**config.mk**
```make
export PLATFORM = sky130hd
export DESIGN_NAME = alsu_arbiter
export DESIGN_NICKNAME = d
export VERILOG_FILES = /design/src/rtl/alsu_arbiter.sv
export SDC_FILE = /design/constraint.sdc
export NUM_CORES = 1
export LEC_CHECK = 0
export ABC_AREA = 1
export CORE_ASPECT_RATIO = 0.5
export CORE_UTILIZATION = 42
export DETAILED_ROUTE_END_ITERATION = 7
export GPL_ROUTABILITY_DRIVEN = 0
export GPL_TIMING_DRIVEN = 0
export PLACE_DENSITY = 0.84
export SKIP_LAST_GASP = 1
export SYNTH_ARGS = -nofsm -noshare
export SYNTH_HDL_FRONTEND = slang
export SYNTH_SLANG_ARGS = --single-unit
```
**constraint.sdc**
```tcl
create_clock -name clk -period 3.22 [get_ports clk]
set_input_delay 0.644 -clock clk [delete_from_list [all_inputs] [get_ports clk]]
set_output_delay 0.644 -clock clk [all_outputs]
set_load 0.02 [all_outputs]
```
**src/rtl/alsu_arbiter.sv**
```systemverilog
// alsu_arbiter: two-requester round-robin front end for one shared ALSU.
// Supports lockable bursts so a requester can chain SHIFT/ROTATE beats.
// A tag pipeline routes each ALSU result back to its owner.
module alsu_arbiter #(
    parameter int ALSU_LAT = 2,
    parameter int LOCK_MAX = 8
) (
    input  logic        clk,
    input  logic        rst,
    input  logic        req0_valid,
    output logic        req0_ready,
    input  logic        req0_lock,
    input  logic [15:0] req0_op,
    input  logic        req1_valid,
    output logic        req1_ready,
    input  logic        req1_lock,
    input  logic [15:0] req1_op,
    output logic        rsp_valid,
    output logic        rsp_id,
    output logic [5:0]  rsp_out,
    output logic        rsp_err,
    output logic        alsu_rst,
    output logic [2:0]  alsu_opcode,
    output logic [2:0]  alsu_A,
    output logic [2:0]  alsu_B,
    output logic        alsu_cin,
    output logic        alsu_red_op_A,
    output logic        alsu_red_op_B,
    output logic        alsu_bypass_A,
    output logic        alsu_bypass_B,
    output logic        alsu_direction,
    output logic        alsu_serial_in,
    input  logic [5:0]  alsu_out,
    input  logic [15:0] alsu_leds
);

    typedef enum logic [2:0] {
        OP_OR     = 3'd0,
        OP_XOR    = 3'd1,
        OP_ADD    = 3'd2,
        OP_MULT   = 3'd3,
        OP_SHIFT  = 3'd4,
        OP_ROTATE = 3'd5
    } opcode_e;

    typedef enum logic {
        LOCK_OPEN,
        LOCK_HELD
    } lock_state_e;

    localparam logic [3:0]  LOCK_LIMIT = 4'(LOCK_MAX);
    // OR with bypass_A and A=0: drives a harmless zero result.
    localparam logic [15:0] PARK_OP    = 16'h0008;

    lock_state_e state, state_next;
    logic        owner, owner_next;
    logic        ptr, ptr_next;
    logic [3:0]  cnt, cnt_next;
    logic [3:0]  beat_cnt;

    logic        rst_q;
    logic        accept_ok;
    logic        xfer;
    logic        xid;
    logic        xlock;
    logic [15:0] xop;
    logic        xerr;
    logic [2:0]  xopc;

    logic [15:0]       issue_op;
    logic [ALSU_LAT:0] tag_v;
    logic [ALSU_LAT:0] tag_id;
    logic [ALSU_LAT:0] tag_err;

    logic unused_leds;
    assign unused_leds = ^alsu_leds;

    // No accepts while the ALSU reset pulse is still pending, so no op is wiped.
    assign accept_ok = rst & rst_q;

    assign {alsu_opcode, alsu_A, alsu_B, alsu_cin, alsu_red_op_A, alsu_red_op_B,
            alsu_bypass_A, alsu_bypass_B, alsu_direction, alsu_serial_in} = issue_op;

    // ALSU reset follows rst and is stretched one cycle past its release.
    always_ff @(posedge clk) begin
        rst_q    <= rst;
        alsu_rst <= ~rst | ~rst_q;
    end

    // Arbitration state: lock owner/state, beat counter, round-robin pointer.
    always_ff @(posedge clk) begin
        if (!rst) begin
            state <= LOCK_OPEN;
            owner <= 1'b0;
            ptr   <= 1'b0;
            cnt   <= '0;
        end else begin
            state <= state_next;
            owner <= owner_next;
            ptr   <= ptr_next;
            cnt   <= cnt_next;
        end
    end

    // Grant selection and lock/pointer next-state.
    always_comb begin
        state_next = state;
        owner_next = owner;
        ptr_next   = ptr;
        cnt_next   = cnt;
        req0_ready = 1'b0;
        req1_ready = 1'b0;

        if (accept_ok) begin
            if (state == LOCK_HELD) begin
                if (owner) req1_ready = req1_valid;
                else       req0_ready = req0_valid;
            end else if (ptr) begin
                req1_ready = req1_valid;
                req0_ready = req0_valid & ~req1_valid;
            end else begin
                req0_ready = req0_valid;
                req1_ready = req1_valid & ~req0_valid;
            end
        end

        xfer     = req0_ready | req1_ready;
        xid      = req1_ready;
        xop      = req1_ready ? req1_op : req0_op;
        xlock    = req1_ready ? req1_lock : req0_lock;
        xopc     = xop[15:13];
        xerr     = (xopc > OP_ROTATE) ||
                   ((xop[5] | xop[4]) && (xopc != OP_OR) && (xopc != OP_XOR));
        beat_cnt = ((state == LOCK_HELD) ? cnt : 4'd0) + 4'd1;

        // A beat that hits the limit releases regardless of its own lock bit.
        if (xfer) begin
            if (xlock && (beat_cnt != LOCK_LIMIT)) begin
                state_next = LOCK_HELD;
                owner_next = xid;
                cnt_next   = beat_cnt;
            end else begin
                state_next = LOCK_OPEN;
                cnt_next   = '0;
                ptr_next   = ~xid;
            end
        end
    end

    // Issue register: granted op for exactly one cycle, otherwise the park op.
    always_ff @(posedge clk) begin
        if (!rst)       issue_op <= PARK_OP;
        else if (xfer)  issue_op <= xop;
        else            issue_op <= PARK_OP;
    end

    // Tag pipeline: entry 0 tracks the issue register, entry ALSU_LAT exits.
    always_ff @(posedge clk) begin
        if (!rst) begin
            tag_v   <= '0;
            tag_id  <= '0;
            tag_err <= '0;
        end else begin
            tag_v   <= {tag_v[ALSU_LAT-1:0], xfer};
            tag_id  <= {tag_id[ALSU_LAT-1:0], xid};
            tag_err <= {tag_err[ALSU_LAT-1:0], xerr};
        end
    end

    // Response capture when a tag leaves the pipeline.
    always_ff @(posedge clk) begin
        if (!rst) begin
            rsp_valid <= 1'b0;
            rsp_id    <= 1'b0;
            rsp_out   <= '0;
            rsp_err   <= 1'b0;
        end else begin
            rsp_valid <= tag_v[ALSU_LAT];
            if (tag_v[ALSU_LAT]) begin
                rsp_id  <= tag_id[ALSU_LAT];
                rsp_out <= alsu_out;
                rsp_err <= tag_err[ALSU_LAT];
            end
        end
    end

endmodule

```
==> results.sh <==
export IMPL_status="finished, violations left"
export IMPL_violations="DRC"
export IMPL_core_um2=3944
export IMPL_seq_power_share_pct=52.2
export IMPL_hold_class="register to register"
export IMPL_cp_num_buf_inv=4
export IMPL_final_hold_viol_count=0
export IMPL_crit_path_top_delay_cell="clkdlybuf4s50_1"
export IMPL_setup_viol=0
export IMPL_vdd_drop_max_mv=0.1859
export IMPL_synth_area_leaders="dfxtp_1 (49%), nand2_1 (18%), inv_1 (7.1%), nor2_1 (5.8%), o21ai_0 (2.3%)"
export IMPL_switching_share_pct=23.88
export IMPL_ys_warn_count=0
export IMPL_grt_ovfl_total=0
export IMPL_crit_required_ns=2.58
export IMPL_rsz0062_at_grt="false"
export IMPL_synthArstFlopShare_pct=0
export IMPL_die_w_um=93.10
export IMPL_finalCriticalPeriod_ns=2.941
export IMPL_critPathMaxStageDelay_ns=0.60
export IMPL_relSlewSlack_pct=76.10
export IMPL_drtIter0Drc=41
export IMPL_htreeDepth=2
export IMPL_grt_max_degree=13
export IMPL_synth_area_per_cell_um2=7.354
export IMPL_synth_edff_count=0
export IMPL_holdBufCountCts=0
export IMPL_grt_pass1_wl_um=5975
export IMPL_grt_pass1_vias=1436
export IMPL_crit_path_frequent_cell="clkdlybuf4s50_1"
export IMPL_cts_root_buf="clkbuf_8"
export IMPL_power_leakage_nw=1.304
export IMPL_synth_nets=299
export IMPL_synth_cell_types=22
export IMPL_clkSlewWorstSetupHoldPaths_ns=0.07
export IMPL_drv_slew=0
export IMPL_cts_sinks=43
export IMPL_netlist_instances=237
export IMPL_syn_area_um2=1743
export IMPL_start_util_pct=44.19
export IMPL_worstSetupEndpointType="output port"
export IMPL_finalSetupTns_ns=0
export IMPL_drv_cap=0
export IMPL_synthDominantCellAreaShare_pct=49.39
export IMPL_power_frac_clock_pct=31.3
export IMPL_drc_errors=1
export IMPL_crit_path_max_fanout=10
export IMPL_path_class="input pin to output port"
export IMPL_synth_seq_cells=43
export IMPL_clockBufferDepth=2
export IMPL_p_total_mw=1.074
export IMPL_layout_nets=377
export IMPL_portBuffers=71
export IMPL_pin_count=88
export IMPL_cts_buffers_inserted=5
export IMPL_drt_wl_total_um=3882
export IMPL_rows=16
export IMPL_final_core_util_pct=66.21
export IMPL_synth_seq_area_share_pct=49.39
export IMPL_insertion_delay_ns=0.29
export IMPL_antenna_left=0
export IMPL_p_sw_uw=256.5
export IMPL_worstPathArrival_ns=2.30
export IMPL_fin_skew_ns=0.005329
export IMPL_p_comb_share_pct=16.5
export IMPL_ys_flop_type="dfxtp_1"
export IMPL_startpoint_type="input pin"
export IMPL_dp_hpwl_um=2902
export IMPL_die_h_um=47.55
export IMPL_worst_pin_slew_ns=0.3585
export IMPL_via_count=1651
export IMPL_drive_above_1_share_pct=8.571
export IMPL_yosysTopAreaCell="dfxtp_1"
export IMPL_wl_per_cell_um=10.52
export IMPL_antenna_found_initial=0
export IMPL_crit_family="buffers and inverters"
export IMPL_via_per_inst=4.474
export IMPL_firstDrtPassIters=6
export IMPL_finalCritPeriodShare_pct=91.35
export IMPL_cts_tree="done"
export IMPL_max_freq_mhz=340.0
export IMPL_path_cells="clkdlybuf4s50_1 -> buf_2 -> nand3_1 -> nor2_1 -> nand2_1 -> inv_1 -> clkdlybuf4s50_1"
export IMPL_area_growth_pct=49.82
export IMPL_die_area_um2=4427
export IMPL_grt_usage_pct=17.91
export IMPL_n_antenna_cell=0
export IMPL_powerDensity_nw_per_um2=411.3
export IMPL_intPower_uw=817.6
-- timing repair --
item,CTS,global route
resized for setup,0,1
endpoints found under the setup margin,0,1
setup buffers,0,0
-- cells in the final DEF, fill, tap and decap left out, types with 6 or more instances in the layout --
cell,netlist,final
o21ai_0,8,8
inv_1,33,33
nand2_1,82,82
dfxtp_1,43,43
clkbuf_8,0,6
a21oi_1,7,7
nor2_1,27,27
clkdlybuf4s50_1,0,70
-- power by group through the flow --
| stage | clock, mW | sequential (mW) | combinational [mW] |
|---|---|---|---|
| 2_1_floorplan | 0 | 0.590 | 0.0643 |
| 3_3_place_gp | 0 | 0.572 | 0.174 |
| 3_5_place_dp | 0 | 0.573 | 0.178 |
| 4_1_cts | 0.344 | 0.561 | 0.179 |
| 5_1_grt | 0.369 | 0.562 | 0.194 |
| 6_report | 0.336 | 0.561 | 0.178 |
-- layout make-up --
type / count / area, um^2
clock buffer: 6 / 82.58
multi-input combinational: 150 / 681.9
clock inverter: 1 / 5.005
timing repair buffer: 71 / 713.2
fill: 325 / 1333
buffer: 9 / 68.82
inverter: 35 / 131.4
tap: 54 / 67.56
sequential: 43 / 860.8
-- synth_stat cells (2+ instances only) --
| library cell | instances |
|---|---|
| a21oi_1 | 7 |
| buf_4 | 3 |
| buf_6 | 3 |
| clkbuf_1 | 2 |
| dfxtp_1 | 43 |
| ha_1 | 2 |
| inv_1 | 33 |
| nand2_1 | 82 |
| nand2_2 | 5 |
| nand3_1 | 5 |
| nand4_1 | 5 |
| nor2_1 | 27 |
| o21ai_0 | 8 |
| o21ai_2 | 4 |
-- final timing paths --
check                              start    endpoint  slack [ns]  cells past startpoint
worst max-delay path                 rst  req0_ready        0.28                      7
worst max register to register     state         ptr        1.59                     11
worst min-delay path            tag_v[0]    tag_v[1]        0.41                      2
worst min register to register  tag_v[0]    tag_v[1]        0.41                      2
-- stage by stage --
step	setup slack, ns	instance area, um^2	std cells	hold WS [ns]
2_1_floorplan	1.353	1743	237	0.3905
6_report	0.2786	2611	369	0.4134
3_3_place_gp	0.1329	2521	362	0.3931
4_1_cts	0.09457	2609	369	0.4219
3_5_place_dp	0.1147	2521	362	0.4024
5_1_grt	0.1674	2611	369	0.4283
-- cell families after synthesis --
logic type,synth area share [%]
buffers and inverters,11.49
adders and majority gates,1.436
and+or+nand+nor,30.94
DFF,49.39
AOI/OAI and AO/OA,6.748
-- routing by layer --
layer  vias up  wire [um]  GRT usage [%]
met2        33       2006          33.68
met4         0         21          7.692
li1        866          -              -
met1       749       1693          20.33
met3         3        160          4.921
met5         -          0              0
-- worst register-to-register path: cells and delay by family, from the launching register on --
kind	cells	cell delay, ns
AO/OA/AOI/OAI	1	0.14
adder cells (fa/ha/maj)	1	0.20
buffers and inverters	2	0.21
flip-flops	1	0.31
AND/OR/NAND/NOR	7	0.67
-- registers in the layout (all words and copies together), names as in the netlist --
signal and count:
alsu_rst 1, issue_op 16, cnt 4, tag_id 3
rsp_id 1, rsp_err 1, state 1, owner 1
ptr 1, tag_err 3, rst_q 1, rsp_out 6
rsp_valid 1, tag_v 3
No activity file was read; power rests on OpenSTA's default activity.
